**src/rtl/ysyx_25060170_ifetch.sv**
```systemverilog
// Instruction-fetch stage: one bus read per instruction, holds the word for
// decode and pulses pc_advance once decode has accepted it.
module ysyx_25060170_ifetch #(
  parameter int unsigned ADDR_W = 32,
  parameter int unsigned DATA_W = 32
) (
  input  logic              clk,
  input  logic              rst,
  input  logic [ADDR_W-1:0] pc,
  output logic              pc_advance,
  input  logic              flush,
  output logic              mem_arvalid,
  output logic [ADDR_W-1:0] mem_araddr,
  input  logic              mem_arready,
  input  logic              mem_rvalid,
  input  logic [DATA_W-1:0] mem_rdata,
  input  logic [1:0]        mem_rresp,
  output logic              mem_rready,
  output logic              inst_valid,
  output logic [DATA_W-1:0] inst,
  output logic [ADDR_W-1:0] inst_pc,
  output logic              inst_err,
  input  logic              inst_ready,
  output logic [31:0]       fetch_cnt
);

  localparam int unsigned CNT_W = 32;

  typedef enum logic [1:0] {
    S_IDLE = 2'd0,
    S_ADDR = 2'd1,
    S_DATA = 2'd2,
    S_HOLD = 2'd3
  } state_t;

  state_t              state_q, state_n;
  logic                drop_q, drop_n;
  logic [ADDR_W-1:0]   addr_q, addr_n;
  logic [DATA_W-1:0]   inst_n;
  logic [ADDR_W-1:0]   inst_pc_n;
  logic                inst_err_n;
  logic [CNT_W-1:0]    cnt_n;

  assign mem_araddr = addr_q;

  // State, capture registers and registered handshake outputs
  always_ff @(posedge clk or negedge rst) begin
    if (!rst) begin
      state_q     <= S_IDLE;
      drop_q      <= 1'b0;
      addr_q      <= '0;
      inst        <= '0;
      inst_pc     <= '0;
      inst_err    <= 1'b0;
      fetch_cnt   <= '0;
      mem_arvalid <= 1'b0;
      mem_rready  <= 1'b0;
      inst_valid  <= 1'b0;
    end else begin
      state_q     <= state_n;
      drop_q      <= drop_n;
      addr_q      <= addr_n;
      inst        <= inst_n;
      inst_pc     <= inst_pc_n;
      inst_err    <= inst_err_n;
      fetch_cnt   <= cnt_n;
      mem_arvalid <= (state_n == S_ADDR);
      mem_rready  <= (state_n == S_DATA);
      inst_valid  <= (state_n == S_HOLD);
    end
  end

  // Next-state, capture and pc_advance logic
  always_comb begin
    state_n    = state_q;
    drop_n     = drop_q;
    addr_n     = addr_q;
    inst_n     = inst;
    inst_pc_n  = inst_pc;
    inst_err_n = inst_err;
    cnt_n      = fetch_cnt;
    pc_advance = 1'b0;
    case (state_q)
      S_IDLE: begin
        addr_n = pc;
        drop_n = 1'b0;
        if (pc[1:0] != 2'b00) begin
          // Misaligned: deliver a fault without touching the bus
          inst_n     = '0;
          inst_pc_n  = pc;
          inst_err_n = 1'b1;
          state_n    = S_HOLD;
        end else begin
          state_n = S_ADDR;
        end
      end
      S_ADDR: begin
        if (flush) drop_n = 1'b1;
        if (mem_arready) state_n = S_DATA;
      end
      S_DATA: begin
        if (flush) drop_n = 1'b1;
        if (mem_rvalid) begin
          // A redirect arriving with the data also discards it
          if (drop_q || flush) begin
            state_n = S_IDLE;
          end else begin
            inst_n     = mem_rdata;
            inst_pc_n  = addr_q;
            inst_err_n = (mem_rresp != 2'b00);
            state_n    = S_HOLD;
          end
        end
      end
      S_HOLD: begin
        if (flush) begin
          state_n = S_IDLE;
        end else if (inst_ready) begin
          pc_advance = 1'b1;
          cnt_n      = fetch_cnt + CNT_W'(1);
          state_n    = S_IDLE;
        end
      end
      default: state_n = S_IDLE;
    endcase
  end

endmodule

```
**config.mk**
```make
export PLATFORM = sky130hd
export DESIGN_NAME = ysyx_25060170_ifetch
export DESIGN_NICKNAME = d
export VERILOG_FILES = /design/src/rtl/ysyx_25060170_ifetch.sv
export SDC_FILE = /design/constraint.sdc
export NUM_CORES = 1
export LEC_CHECK = 0
export ABC_CLOCK_PERIOD_IN_PS = 2200
export CAP_MARGIN = 40
export CORE_MARGIN = 2
export CORE_UTILIZATION = 30
export DETAILED_ROUTE_END_ITERATION = 12
export GPL_TIMING_DRIVEN = 0
export MAX_ROUTING_LAYER = met4
export SYNTH_ARGS = -nofsm -noshare
export SYNTH_HDL_FRONTEND = slang
export SYNTH_SLANG_ARGS = --single-unit
```
**constraint.sdc**
```tcl
create_clock -name clk -period 2.2 [get_ports clk]
set_input_delay 0.44 -clock clk [delete_from_list [all_inputs] [get_ports clk]]
set_output_delay 0.44 -clock clk [all_outputs]
set_load 0.1 [all_outputs]
```
-- Yosys cells after proc, flatten, opt, wreduce, memory -nomap -nowiden
Cells that the tools add are included.
- register bits: 135
- bits in latches: 0
- bits in writable memories: 0
- bits in read-only memories: 0
- bits of input ports: 72
- output and inout bits: 133
- memories kept: 0
- add/sub/neg operators: 1
- multipliers: 0
- divide/modulo/power cells: 0
- $lt $le $gt $ge: 0
- equal/unequal tests: 10
- shifts and indexed selects: 0
- mux-type cells: 24
- bitwise logic cells: 1
- reductions and logical operators: 10
- operators with widths (cell ; count):
    $mux 32 ; 6
    $pmux 32 s2 ; 2
    $add 32x1->32 const B ; 1
    $mux 2 ; 6
    $eq 2x2->1 const B ; 4
    $pmux 2 s4 ; 1
    $reduce_bool 2->1 ; 4
    $mux 1 ; 7
    $ne 2x2->1 const B ; 3
    $eq 2x1->1 const B ; 2
    $pmux 1 s2 ; 2
    $reduce_and 4->1 ; 1
    $reduce_and 3->1 ; 1
    $logic_not 2->1 ; 1
    $ne 2x1->1 const B ; 1
    $reduce_and 2->1 ; 1
    $reduce_or 2->1 ; 1
    $logic_or 1x1->1 ; 1
    $not 1->1 ; 1

-- Longest topological paths before layout
Gate-level depths: netlist of the first run.
- depth after elaboration: 5
- gate-level depth with buffers: 9
- gate-level depth less buffers: 7

-- Worst setup path after synthesis of the first run
OpenSTA, ideal clock, no wires.
- path kind: reg-to-reg
- from: register fetch_cnt[0]
- to: register fetch_cnt[14]
- data arrival time: 2.145 ns
- required time: 2.040 ns
- slack: -0.105 ns
- stages on the path, launching flop included: 6
- buffers on the path: 0
- clock period less this slack: 2.305 ns
- cell sequence: dfrtp_1 > ha_1 > nand3_1 > nor3_1 > nand4_1 > xnor2_1
- word-level cells in the longest chain between the ends: 1
- ends and longest elaborated chain (what ; line ; RTL):
    start, declared ; 24 ; output logic [31:0] fetch_cnt
    start signal, assigned ; 66 ; fetch_cnt <= cnt_n;
    $add 32x1->32 ; 120 ; cnt_n = fetch_cnt + CNT_W'(1);
No other way between the ends.
A chain may end at the register's enable or synchronous reset.

-- Worst setup path after layout of the first run
- from: register fetch_cnt[19]
- to: output fetch_cnt[19]
No word-level cell between the ends.

==> results_tabular.tex, run 1 <==
\begin{tabular}{lr}
\hline
Metric & Value \\
\hline
\multicolumn{2}{l}{\textbf{Critical path}} \\
Peak fanout along the critical path & 6 \\
Launching element type of the critical path & flip-flop \\
Startpoint of the worst setup timing path & fetch\_cnt[19] \\
CP required & between 1.5 and 2 ns \\
Critical path class & reg -> out \\
Number of buffers and inverters on the critical path & 2 \\
Crit-path max cell delay & about 0.57 ns \\
Startpoint of the lowest-slack register-to-register path & state\_q[0] \\
Dominant delay contributor by cell family on the critical path & buffers and inverters \\
Kind of end point of the critical path & output port \\
Library cell contributing the largest single delay on the critical path & sky130\_fd\_sc\_hd\_\_clkdlybuf4s50\_1 \\
Worst endpoint data arrival time & approximately 1.7 ns \\
Cell chain of the critical path & clkdlybuf4s50\_1 -> buf\_8 \\
\multicolumn{2}{l}{\textbf{Routing}} \\
Detailed Route WL & between 15000 and 20000 um \\
Top sig layer & met4 \\
DRC violation count after routing & 0 \\
Routed met3 length & 920 um \\
Starting DRC count in detailed routing & approximately 230 \\
DR vias & just over 5k \\
Avg Vias per Cell & about 4.8 \\
WL/cell & between 15 and 20 um \\
Number of detailed-route iterations in the first pass & 5 \\
Post-detailed-route count of antenna-violating nets & 0 \\
Wire length on met1 & about 7600 um \\
Amount of wire on met2 after detailed routing & slightly above 9000 um \\
\multicolumn{2}{l}{\textbf{Clock tree}} \\
Clock Root Buffer & sky130\_fd\_sc\_hd\_\_clkbuf\_16 \\
Sink Count & around 140 \\
CTS tree & yes \\
Reg clk slew, reported paths & approximately 0.060 ns \\
Number of buffers on the longest clock path & 2 \\
Number of levels the H-tree was split into & 4 \\
CTS buffer count & 17 \\
Clock insertion delay at the later pin of the skew report & 0.42 ns \\
\multicolumn{2}{l}{\textbf{Synth}} \\
Synthesized Nets & 530 \\
Seq cells post-synth & roughly 140 \\
Share of synthesized flip-flops with an asynchronous set or reset & between 90\% and 100\% \\
Cell area after synthesis & around 5700 sq um \\
Number of warnings issued by yosys & 0 \\
Post-synthesis sequential area ratio & approximately three fifths \\
Post-synth EDFFs & 0 \\
Number of distinct library cells after synthesis & 40 \\
Syn Area/Cell & 12.5 sq um \\
Cells after synthesis & 453 \\
Main flop type after synthesis & sky130\_fd\_sc\_hd\_\_dfrtp\_1 \\
\multicolumn{2}{l}{\textbf{Placed design}} \\
Worst setup timing slack at the placement stage & -0.460 ns \\
Instance count after placement with tap cells included & between 1k and 1.5k \\
\# port buffers & between 200 and 250 \\
HPWL reported at the end of detailed placement & 13800 um \\
Final estimated routing congestion in global placement & 0.856 \\
\multicolumn{2}{l}{\textbf{Timing}} \\
Highest Clock Rate & about 0.48 GHz \\
Final setup margin & 0.0949 ns \\
Worst slew margin relative to its limit & between 40\% and 50\% \\
Final setup skew & 0.00832 ns \\
Unrepaired setup endpoints after global routing & true \\
Worst-case hold slack & -0.00381 ns \\
Shortest period the worst path allows & about 2.1 ns \\
Setup-violating endpoint count in the final report & 0 \\
Number of slew-limit violations in the final report & 0 \\
Slew @ Worst Pin & 0.810 ns \\
Number of hold violations in the final report & 1 \\
Period Utilization, post-route & a little over nine tenths \\
\multicolumn{2}{l}{\textbf{Hold path}} \\
Class of the most critical hold timing path & in -> async \\
\multicolumn{2}{l}{\textbf{GRT}} \\
First-pass GRT wire length & a little under 30000 um \\
GRT Util Overall & between 10\% and 20\% \\
Pin count of the biggest net entering global routing & 74 \\
Number of antenna violations at the first check in global routing & 0 \\
Total overflow reported by the global router & 0 \\
Vias in the first global route & 5527 \\
\multicolumn{2}{l}{\textbf{Floorplanning}} \\
Initial core utilization & between 30\% and 40\% \\
Core box area & approximately 19000 sq um \\
Chip height & $\sim$140 um \\
Floorplan row count & 50 \\
Die X-Extent & around 140 um \\
Number of top-level design ports & between 200 and 250 \\
Full die area & between 15000 and 20000 sq um \\
\multicolumn{2}{l}{\textbf{Cells and area}} \\
Area of combinational cells with multiple inputs & approximately 2200 sq um \\
Layout cells sized above 1 & around 29\% \\
Final cell count without fillers & 1057 \\
Final net count & just under 900 \\
Layout Area Growth over Synthesis & 96.5\% \\
Total of fill cells in the finished design & between 1k and 1.5k \\
Register cell area after layout & $\sim$3400 sq um \\
Antenna Cells & 0 \\
\multicolumn{2}{l}{\textbf{Run status}} \\
Failing checks & negative hold slack \\
Status & complete, but fails checks \\
\multicolumn{2}{l}{\textbf{Run}} \\
Maximum Capacitance Violations & 0 \\
\hline
\end{tabular}
## worst paths after layout
kind,to,slack (ns),depth (start not counted)
min reg2reg,inst_pc[5],0.48,2
max in group asynchronous,fetch_cnt[1],1.42,2
max,fetch_cnt[19],0.09,2
min in group clk,inst_pc[5],0.48,2
min,mem_araddr[7],-0.004,1
max reg2reg,inst[27],0.15,8
## what timing repair did
action | in CTS | in global routing
hold endpoints to repair | 0 | 0
setup buffers | 1 | 0
hold buffers | 0 | 0
endpoints found under the setup margin | 69 | 62
gates resized for setup | 7 | 24
## placed cells by master (no fill, tap or decap), types with 5 or more instances in the layout
master | Yosys | final
sky130_fd_sc_hd__a22o_1 | 32 | 32
sky130_fd_sc_hd__and2_1 | 8 | 7
sky130_fd_sc_hd__and3_1 | 6 | 6
sky130_fd_sc_hd__buf_16 | 0 | 27
sky130_fd_sc_hd__buf_6 | 0 | 5
sky130_fd_sc_hd__buf_8 | 0 | 107
sky130_fd_sc_hd__bufinv_16 | 0 | 6
sky130_fd_sc_hd__clkbuf_16 | 0 | 17
sky130_fd_sc_hd__clkbuf_2 | 0 | 9
sky130_fd_sc_hd__clkdlybuf4s50_1 | 0 | 202
sky130_fd_sc_hd__dfrtp_1 | 135 | 126
sky130_fd_sc_hd__dfrtp_2 | 0 | 9
sky130_fd_sc_hd__ha_1 | 5 | 5
sky130_fd_sc_hd__inv_1 | 8 | 8
sky130_fd_sc_hd__mux2_2 | 32 | 32
sky130_fd_sc_hd__mux2i_1 | 32 | 32
sky130_fd_sc_hd__nand2_1 | 44 | 44
sky130_fd_sc_hd__nand3_1 | 11 | 11
sky130_fd_sc_hd__nand4_1 | 13 | 13
sky130_fd_sc_hd__nor2_1 | 8 | 8
sky130_fd_sc_hd__nor3_1 | 5 | 5
sky130_fd_sc_hd__o21ai_0 | 32 | 32
sky130_fd_sc_hd__xnor2_1 | 23 | 23
sky130_fd_sc_hd__xor2_1 | 8 | 8
## flip-flops by register name (all words and copies together), names as in the netlist
register,cells
fetch_cnt,32
inst,32
inst_pc,32
mem_araddr,32
state_q,2
drop_q,1
inst_err,1
inst_valid,1
mem_arvalid,1
mem_rready,1
## Yosys cell counts (all sizes together), types with 3 or more instances
library cell,instances,area share (%)
mux2,32,6.4
xor2,8,1.2
a22o,32,5.0
o21ai,33,3.0
nor3,6,0.62
inv,8,0.53
nand3,11,0.97
a21oi,3,0.27
ha,5,1.1
buf,11,0.91
dfrtp,135,60
clkbuf,11,0.73
mux2i,32,5.7
and4,4,0.66
and3,6,0.66
nand2,44,2.9
and2,8,0.89
nor2,8,0.53
nand4b,3,0.46
nand4,14,1.7
xnor2,23,3.6
## metal layers
layer | global-route usage (%) | vias to the layer above
met2 | 31.9 | 174
met3 | 3.95 | 28
met5 | - | -
met1 | 23.4 | 2496
li1 | - | 2332
met4 | 7.32 | 0
## layout make-up
class	count	area share, %
Clock buffer	21	4.24
Inverter	8	0.270
Buffer	21	1.17
Timing Repair Buffer	339	39.8
Sequential cell	135	30.5
Clock inverter	11	1.96
Tap cell	234	2.64
Multi-Input combinational cell	288	19.4
## metrics by stage
stage / TNS [ns] / hold WS, ns / util [%] / instance area (sq um)
after floorplan: 0 / 0.144 / - / 5660
after global placement: -647.15 / 0.459 / 43.0 / 8000
after detailed placement: -24.71 / 0.467 / 55.8 / 10400
after CTS: 0 / 0.0236 / 59.6 / 11100
after global routing: -0.0129 / 0.0445 / 59.8 / 11100
final: 0 / -0.00381 / 59.8 / 11100
## cell families (layout without fill, tap and decap cells)
group / after synthesis / count (layout) / share of synthesized area (%)
adders and majority gates: 5 / 5 / 1.11
muxes: 64 / 64 / 12.0
and+or+nand+nor: 114 / 114 / 11.0
DFF: 135 / 135 / 59.8
xor gates and xnor gates: 31 / 31 / 4.80
AOI/OAI and AO/OA: 74 / 74 / 9.05
buffers and inverters: 30 / 400 / 2.17
Power of run 1 is not shown: default switching activity piles up to over one toggle a cycle in this logic, so the estimate is an artifact.
==> inputs of run 2 (changes only) <==
--- a/config.mk
+++ b/config.mk
@@ -5,13 +5,14 @@
 export SDC_FILE = /design/constraint.sdc
 export NUM_CORES = 1
 export LEC_CHECK = 0
-export ABC_CLOCK_PERIOD_IN_PS = 2200
+export ABC_CLOCK_PERIOD_IN_PS = 1900
 export CAP_MARGIN = 40
 export CORE_MARGIN = 2
-export CORE_UTILIZATION = 30
+export CORE_UTILIZATION = 40
 export DETAILED_ROUTE_END_ITERATION = 12
 export GPL_TIMING_DRIVEN = 0
 export MAX_ROUTING_LAYER = met4
+export PLACE_DENSITY = 0.76
 export SYNTH_ARGS = -nofsm -noshare
 export SYNTH_HDL_FRONTEND = slang
 export SYNTH_SLANG_ARGS = --single-unit
==> constraint.sdc (replaced) <==
create_clock -name clk -period 1.9 [get_ports clk]
set_input_delay 0.19 -clock clk [delete_from_list [all_inputs] [get_ports clk]]
set_output_delay 0.19 -clock clk [all_outputs]
set_load 0.1 [all_outputs]
==> run 2 against run 1 <==
Compared with the run above:
- the run now ends clean
- utilization grew 21 points
- final cell count shrank 4.2%
- clock skew shrank 0.00099 ns
- sequential cell count is the same
- design area grew 0.70%
- non-clock buffer count grew 12
- register-to-register slack lost 0.11 ns
- worst hold slack gained 0.34 ns
- wire length grew 5.6%
- critical path depth grew 7
- critical path type is now reg -> reg
- largest cell class unchanged
- highest routed layer unchanged
==> results_tabular.tex, run 2 (synthesized netlist as in run 1, its figures left out) <==
\begin{tabular}{lr}
\hline
Metric & Value \\
\hline
\multicolumn{2}{l}{\textbf{Clock tree}} \\
Reg clk slew, reported paths & 0.06 ns (about the same) \\
CTS tree & yes (unchanged) \\
Number of buffers on the longest clock path & 2 (unchanged) \\
Clock Root Buffer & sky130\_fd\_sc\_hd\_\_clkbuf\_16 (unchanged) \\
CTS buffer count & 17 (unchanged) \\
Sink Count & 135 (unchanged) \\
Clock insertion delay at the later pin of the skew report & 0.41 ns (was 0.42 ns) \\
Number of levels the H-tree was split into & 4 (unchanged) \\
\multicolumn{2}{l}{\textbf{Placed design}} \\
Final estimated routing congestion in global placement & 0.814 (was 0.856) \\
HPWL reported at the end of detailed placement & 14200 um (was 13800 um) \\
\# port buffers & 204 (unchanged) \\
Post-placement cell area & 10300 sq um (was 10400 sq um) \\
\multicolumn{2}{l}{\textbf{Floorplanning}} \\
Chip height & 123 um (was 141 um) \\
Initial core utilization & 40.9\% (was 30.4\%) \\
Core box area & 13800 sq um (was 18600 sq um) \\
Floorplan row count & 43 (was 50) \\
Die X-Extent & 123 um (was 141 um) \\
Number of top-level design ports & 205 (unchanged) \\
Full die area & 15100 sq um (was 20000 sq um) \\
\multicolumn{2}{l}{\textbf{Routing}} \\
Starting DRC count in detailed routing & 326 (was 232) \\
Detailed Route WL & 19100 um (was 18100 um) \\
DR vias & 5278 (was 5030) \\
Number of detailed-route iterations in the first pass & 4 (was 5) \\
WL/cell & 18.9 um (was 17.1 um) \\
Avg Vias per Cell & 5.21 (was 4.76) \\
DRC violation count after routing & 0 (unchanged) \\
Post-detailed-route count of antenna-violating nets & 0 (unchanged) \\
\multicolumn{2}{l}{\textbf{Cells and area}} \\
Layout Area Growth over Synthesis & 97.9\% (was 96.5\%) \\
Top library cells by usage in the layout, fill and taps aside & sky130\_fd\_sc\_hd\_\_clkdlybuf4s50\_1, sky130\_fd\_sc\_hd\_\_buf\_8, sky130\_fd\_sc\_hd\_\_dfrtp\_1, sky130\_fd\_sc\_hd\_\_nand2\_1 (was sky130\_fd\_sc\_hd\_\_clkdlybuf4s50\_1, sky130\_fd\_sc\_hd\_\_dfrtp\_1, sky130\_fd\_sc\_hd\_\_buf\_8, sky130\_fd\_sc\_hd\_\_nand2\_1) \\
Layout cells sized above 1 & 33.6\% (was 28.7\%) \\
Most frequent standard cell in the layout excluding fill and tap cells & sky130\_fd\_sc\_hd\_\_clkdlybuf4s50\_1 (unchanged) \\
Final net count & 899 (was 887) \\
Post-route cell area & 11200 sq um (was 11100 sq um) \\
Antenna Cells & 0 (unchanged) \\
\multicolumn{2}{l}{\textbf{Timing}} \\
Final setup skew & 0.00734 ns (was 0.00832 ns) \\
Highest Clock Rate & 0.537 GHz \\
Number of hold violations in the final report & 0 (was 1) \\
Slew @ Worst Pin & 0.649 ns (was 0.810 ns) \\
Period Utilization, post-route & 98.1\% \\
Number of slew-limit violations in the final report & 0 (unchanged) \\
Setup-violating endpoint count in the final report & 0 (unchanged) \\
Unrepaired setup endpoints after global routing & true (unchanged) \\
Shortest period the worst path allows & about 1.9 ns \\
Worst slew margin relative to its limit & 56.4\% (was 46.0\%) \\
\multicolumn{2}{l}{\textbf{Critical path}} \\
CP required & 2.19 ns (was 1.76 ns) \\
Critical path class & reg -> reg (was reg -> out) \\
Launching element type of the critical path & flip-flop (unchanged) \\
Worst endpoint data arrival time & 2.16 ns (was 1.67 ns) \\
Kind of end point of the critical path & flip-flop (was output port) \\
Peak fanout along the critical path & 7 (was 6) \\
\multicolumn{2}{l}{\textbf{GRT}} \\
Vias in the first global route & 5919 (was 5527) \\
First-pass GRT wire length & 30400 um (was 29100 um) \\
Number of antenna violations at the first check in global routing & 0 (unchanged) \\
Total overflow reported by the global router & 0 (unchanged) \\
Pin count of the biggest net entering global routing & 72 (was 74) \\
GRT Util Overall & 27.3\% (was 19.3\%) \\
\multicolumn{2}{l}{\textbf{Run status}} \\
Status & finished, final reports clean (was complete, but fails checks) \\
\multicolumn{2}{l}{\textbf{Run}} \\
Maximum Capacitance Violations & 0 (unchanged) \\
\multicolumn{2}{l}{\textbf{Hold path}} \\
Class of the most critical hold timing path & in -> async (unchanged) \\
\hline
\end{tabular}
-- run 2: routing by layer --
layer  vias to the layer above  track usage (%)  part of all wire [%]
met5                         -                -                     0
met4                         0             11.9                   2.2
met3                        37             6.04                   5.5
met2                       220             46.8                    54
met1                      2663             30.5                    38
li1                       2358                -                     -
-- run 2: stage by stage --
stage | utilization [%] | std cells | worst slack, ns | hold WS [ns] | setup TNS, ns
final | 80.9 | 1013 | 0.0368 | 0.337 | 0
after global routing | 80.9 | 1013 | -0.0182 | 0.367 | -0.118
after CTS | 80.2 | 1011 | -0.0526 | 0.357 | -0.237
after detailed placement | 74.2 | 972 | -0.572 | 0.225 | -37.53
after global placement | 57.5 | 837 | -5.41 | 0.462 | -652.36
after floorplan | - | 453 | 0.00221 | -0.106 | 0
-- run 2: timing repair --
action	4_1_cts	5_1_grt
buffers inserted	10	4
gates resized for setup	54	29
gates cloned	0	0
pin swaps	1	6
endpoints found under the setup margin	107	78
hold buffers	1	0
endpoints found under the hold margin	64	0
-- run 2: final timing paths --
path / startpoint / to / slack, ns / cells past startpoint
worst max-delay path: state_q[0] / inst[4] / 0.04 / 9
worst min-delay path: rst / fetch_cnt[27] / 0.34 / 2
worst max register to register: state_q[0] / inst[4] / 0.04 / 9
worst min register to register: fetch_cnt[31] / fetch_cnt[31] / 0.47 / 1
max in group asynchronous: rst / inst[9] / 0.80 / 3
min in group clk: mem_rdata[11] / inst[11] / 0.38 / 2
-- run 2: critical path, cell delays in order, from the launching register on --
cell                       delay [ns]
sky130_fd_sc_hd__dfrtp_2         0.45
sky130_fd_sc_hd__inv_4           0.09
sky130_fd_sc_hd__ha_4            0.14
sky130_fd_sc_hd__buf_6           0.10
sky130_fd_sc_hd__and4bb_2        0.29
sky130_fd_sc_hd__o21ai_4         0.08
sky130_fd_sc_hd__buf_6           0.12
sky130_fd_sc_hd__buf_6           0.12
sky130_fd_sc_hd__buf_6           0.13
sky130_fd_sc_hd__a22o_1          0.22
-- run 2: layout make-up --
| class | count | area [sq um] |
|---|---|---|
| flip-flops and latches | 135 | 3420 |
| plain buffers | 20 | 151 |
| repair buffers | 352 | 4480 |
| fillers | 655 | 2650 |
| clock buffers | 26 | 489 |
| inverters | 8 | 35.0 |
| well taps | 180 | 225 |
| multi-input cells | 288 | 2290 |
| clock inverters | 4 | 95.1 |
Power of run 2 is left out for the same reason.
==> inputs of run 3 (changes only) <==
--- a/config.mk
+++ b/config.mk
@@ -13,6 +13,7 @@
 export GPL_TIMING_DRIVEN = 0
 export MAX_ROUTING_LAYER = met4
 export PLACE_DENSITY = 0.76
+export SLEW_MARGIN = 30
 export SYNTH_ARGS = -nofsm -noshare
 export SYNTH_HDL_FRONTEND = slang
 export SYNTH_SLANG_ARGS = --single-unit
==> run 3 against run 2 <==
Compared with the run above:
- the flow now finishes with violations (negative setup slack)
- setup slack worse by 0.081 ns
- sequential share of layout area is 1.2 points lower
- sequential cell count stayed put
- register-to-register slack worse by 0.08 ns
- worst hold slack worse by 0.040 ns
- critical path type unchanged
- largest cell class unchanged
==> results_tabular.tex, run 3 (synthesized netlist as in run 1, its figures left out) <==
\begin{tabular}{lr}
\hline
Metric & Value \\
\hline
\multicolumn{2}{l}{\textbf{Placed design}} \\
\# port buffers & 204 (unchanged) \\
Post-placement cell area & 10300 sq um (about the same) \\
Instance count after placement with tap cells included & 972 (unchanged) \\
HPWL reported at the end of detailed placement & 14200 um (about the same) \\
Final estimated routing congestion in global placement & 0.814 (unchanged) \\
\multicolumn{2}{l}{\textbf{Clock tree}} \\
Sink Count & 135 (unchanged) \\
CTS tree & yes (unchanged) \\
Clock Root Buffer & sky130\_fd\_sc\_hd\_\_clkbuf\_16 (unchanged) \\
CTS buffer count & 17 (unchanged) \\
Number of buffers on the longest clock path & 2 (unchanged) \\
Number of levels the H-tree was split into & 4 (unchanged) \\
Reg clk slew, reported paths & 0.06 ns (about the same) \\
Clock insertion delay at the later pin of the skew report & 0.42 ns (was 0.41 ns) \\
\multicolumn{2}{l}{\textbf{GRT}} \\
GRT Util Overall & 28.2\% (was 27.3\%) \\
Pin count of the biggest net entering global routing & 74 (was 72) \\
First-pass GRT wire length & 31300 um (was 30400 um) \\
Vias in the first global route & 5980 (was 5919) \\
Number of antenna violations at the first check in global routing & 0 (unchanged) \\
Total overflow reported by the global router & 0 (unchanged) \\
\multicolumn{2}{l}{\textbf{Critical path}} \\
Most common cell on crit path & sky130\_fd\_sc\_hd\_\_buf\_12 (was sky130\_fd\_sc\_hd\_\_buf\_6) \\
Startpoint of the lowest-slack register-to-register path & state\_q[1] (was state\_q[0]) \\
Crit-path max cell delay & 0.45 ns (about the same) \\
FF-to-FF End & inst\_pc[16] (was inst[4]) \\
Launching element type of the critical path & flip-flop (unchanged) \\
Worst endpoint data arrival time & 2.28 ns (was 2.16 ns) \\
Cell chain of the critical path & buf\_6 -> inv\_6 -> ha\_4 -> or3b\_4 -> o21ai\_4 -> buf\_12 -> buf\_12 -> buf\_16 -> nand2\_2 -> o21ai\_1 (was inv\_4 -> ha\_4 -> buf\_6 -> and4bb\_2 -> o21ai\_4 -> buf\_6 -> buf\_6 -> buf\_6 -> a22o\_1) \\
Kind of end point of the critical path & flip-flop (unchanged) \\
Depth of the most critical reg-to-reg path & 10 (was 9) \\
Library cell contributing the largest single delay on the critical path & sky130\_fd\_sc\_hd\_\_dfrtp\_2 (unchanged) \\
CP required & 2.24 ns (was 2.19 ns) \\
Peak fanout along the critical path & 7 (unchanged) \\
Critical path class & reg -> reg (unchanged) \\
Worst setup slack for register-to-register paths & -0.04 ns (was 0.04 ns) \\
\multicolumn{2}{l}{\textbf{Floorplanning}} \\
Initial core utilization & 40.9\% (unchanged) \\
Chip height & 123 um (unchanged) \\
Full die area & 15100 sq um (unchanged) \\
Floorplan row count & 43 (unchanged) \\
Core box area & 13800 sq um (unchanged) \\
Number of top-level design ports & 205 (unchanged) \\
Die X-Extent & 123 um (unchanged) \\
\multicolumn{2}{l}{\textbf{Routing}} \\
Detailed Route WL & 21100 um (was 19100 um) \\
Avg Vias per Cell & 5.34 (was 5.21) \\
DR vias & 5517 (was 5278) \\
Starting DRC count in detailed routing & 342 (was 326) \\
DRC violation count after routing & 0 (unchanged) \\
Post-detailed-route count of antenna-violating nets & 0 (unchanged) \\
WL/cell & 20.4 um (was 18.9 um) \\
Number of detailed-route iterations in the first pass & 5 (was 4) \\
\multicolumn{2}{l}{\textbf{Timing}} \\
Final-layout setup total negative slack & -0.234 ns (was 0 ns) \\
Setup-violating endpoint count in the final report & 11 (was 0) \\
Period Utilization, post-route & 102\% (was 98.1\%) \\
Unrepaired setup endpoints after global routing & true (unchanged) \\
Slew @ Worst Pin & 0.636 ns (was 0.649 ns) \\
Final setup skew & 0.0105 ns (was 0.00734 ns) \\
Final setup margin & -0.0437 ns (was 0.0368 ns) \\
Number of hold violations in the final report & 0 (unchanged) \\
Number of slew-limit violations in the final report & 0 (unchanged) \\
Worst slew margin relative to its limit & 57.3\% (was 56.4\%) \\
Highest Clock Rate & 0.514 GHz (was 0.537 GHz) \\
Shortest period the worst path allows & 1.94 ns (was 1.86 ns) \\
\multicolumn{2}{l}{\textbf{Cells and area}} \\
Final cell count without fillers & 1033 (was 1013) \\
Layout Area Growth over Synthesis & 106\% (was 97.9\%) \\
Total of fill cells in the finished design & 588 (was 655) \\
Post-route cell area & 11600 sq um (was 11200 sq um) \\
Antenna Cells & 0 (unchanged) \\
Area of combinational cells with multiple inputs & 2400 sq um (was 2290 sq um) \\
Final net count & 917 (was 899) \\
Layout cells sized above 1 & 38.1\% (was 33.6\%) \\
Top library cells by usage in the layout, fill and taps aside & sky130\_fd\_sc\_hd\_\_clkdlybuf4s50\_1, sky130\_fd\_sc\_hd\_\_buf\_8, sky130\_fd\_sc\_hd\_\_dfrtp\_1 (was sky130\_fd\_sc\_hd\_\_clkdlybuf4s50\_1, sky130\_fd\_sc\_hd\_\_buf\_8, sky130\_fd\_sc\_hd\_\_dfrtp\_1, sky130\_fd\_sc\_hd\_\_nand2\_1) \\
Register cell area after layout & 3420 sq um (about the same) \\
Most frequent standard cell in the layout excluding fill and tap cells & sky130\_fd\_sc\_hd\_\_clkdlybuf4s50\_1 (unchanged) \\
\multicolumn{2}{l}{\textbf{Run status}} \\
Status & complete, but fails checks (was finished, final reports clean) \\
Failing checks & negative setup slack \\
\multicolumn{2}{l}{\textbf{Run}} \\
Maximum Capacitance Violations & 0 (unchanged) \\
\multicolumn{2}{l}{\textbf{Hold path}} \\
Class of the most critical hold timing path & in -> async (unchanged) \\
\hline
\end{tabular}
==> run 3: changes by cell type in the layout (fill, tap and decap cells not counted), sizes merged <==
| cell | change |
|---|---|
| clkinv | +1 |
| clkbuf | +3 |
| bufinv | -1 |
| buf | +17 |
==> run 3: critical path: cells and delay by family (launching register included) <==
| family | cells | cell delay (ns) |
|---|---|---|
| buffers and inverters | 5 | 0.62 |
| AND/OR/NAND/NOR | 2 | 0.46 |
| flip-flops | 1 | 0.45 |
| AO/OA/AOI/OAI | 2 | 0.21 |
| adder cells (fa/ha/maj) | 1 | 0.14 |
==> run 3: through the flow <==
| step | hold slack (ns) | utilization, % | setup WS [ns] |
|---|---|---|---|
| final | 0.297 | 84.2 | -0.0437 |
| after global routing | 0.343 | 84.2 | -0.107 |
| after CTS | 0.314 | 81.6 | -0.0627 |
| after detailed placement | 0.165 | 74.2 | -0.569 |
| after global placement | 0.462 | 57.5 | -5.41 |
| after floorplan | -0.106 | - | 0.00221 |
==> run 3: area by class of cell <==
type                       count  area share [%]
buffer                        19            1.89
clock buffer                  28            4.18
clock inverter                 4           0.602
inverter                       8           0.366
multi-input combinational    288            20.7
sequential                   135            29.4
tap                          180            1.94
timing repair buffer         371            41.0
==> run 3: repair_timing <==
action	in CTS	in global routing
gates resized for setup	95	80
buffers inserted	18	10
pin swaps	8	27
hold endpoints to repair	62	0
setup endpoints to repair	110	83
hold buffers	1	0
cloned	2	4
==> run 3: how the worst max path moves through the flow <==
stage	from	end
3_5_place_dp	state_q[0]	inst_pc[19]
3_3_place_gp	rst	fetch_cnt[0]
6_report	state_q[1]	inst_pc[16]
2_1_floorplan	fetch_cnt[5]	fetch_cnt[26]
4_1_cts	state_q[0]	inst_pc[17]
5_1_grt	state_q[0]	fetch_cnt[25]
==> run 3: metal layers <==
layer	share of wire, %	global-route usage, %	vias up
li1	-	-	2404
met4	4.0	11.6	0
met5	0	-	-
met2	54	48.8	274
met1	37	31.8	2768
met3	5.7	5.39	71
Power of run 3 is left out for the same reason.
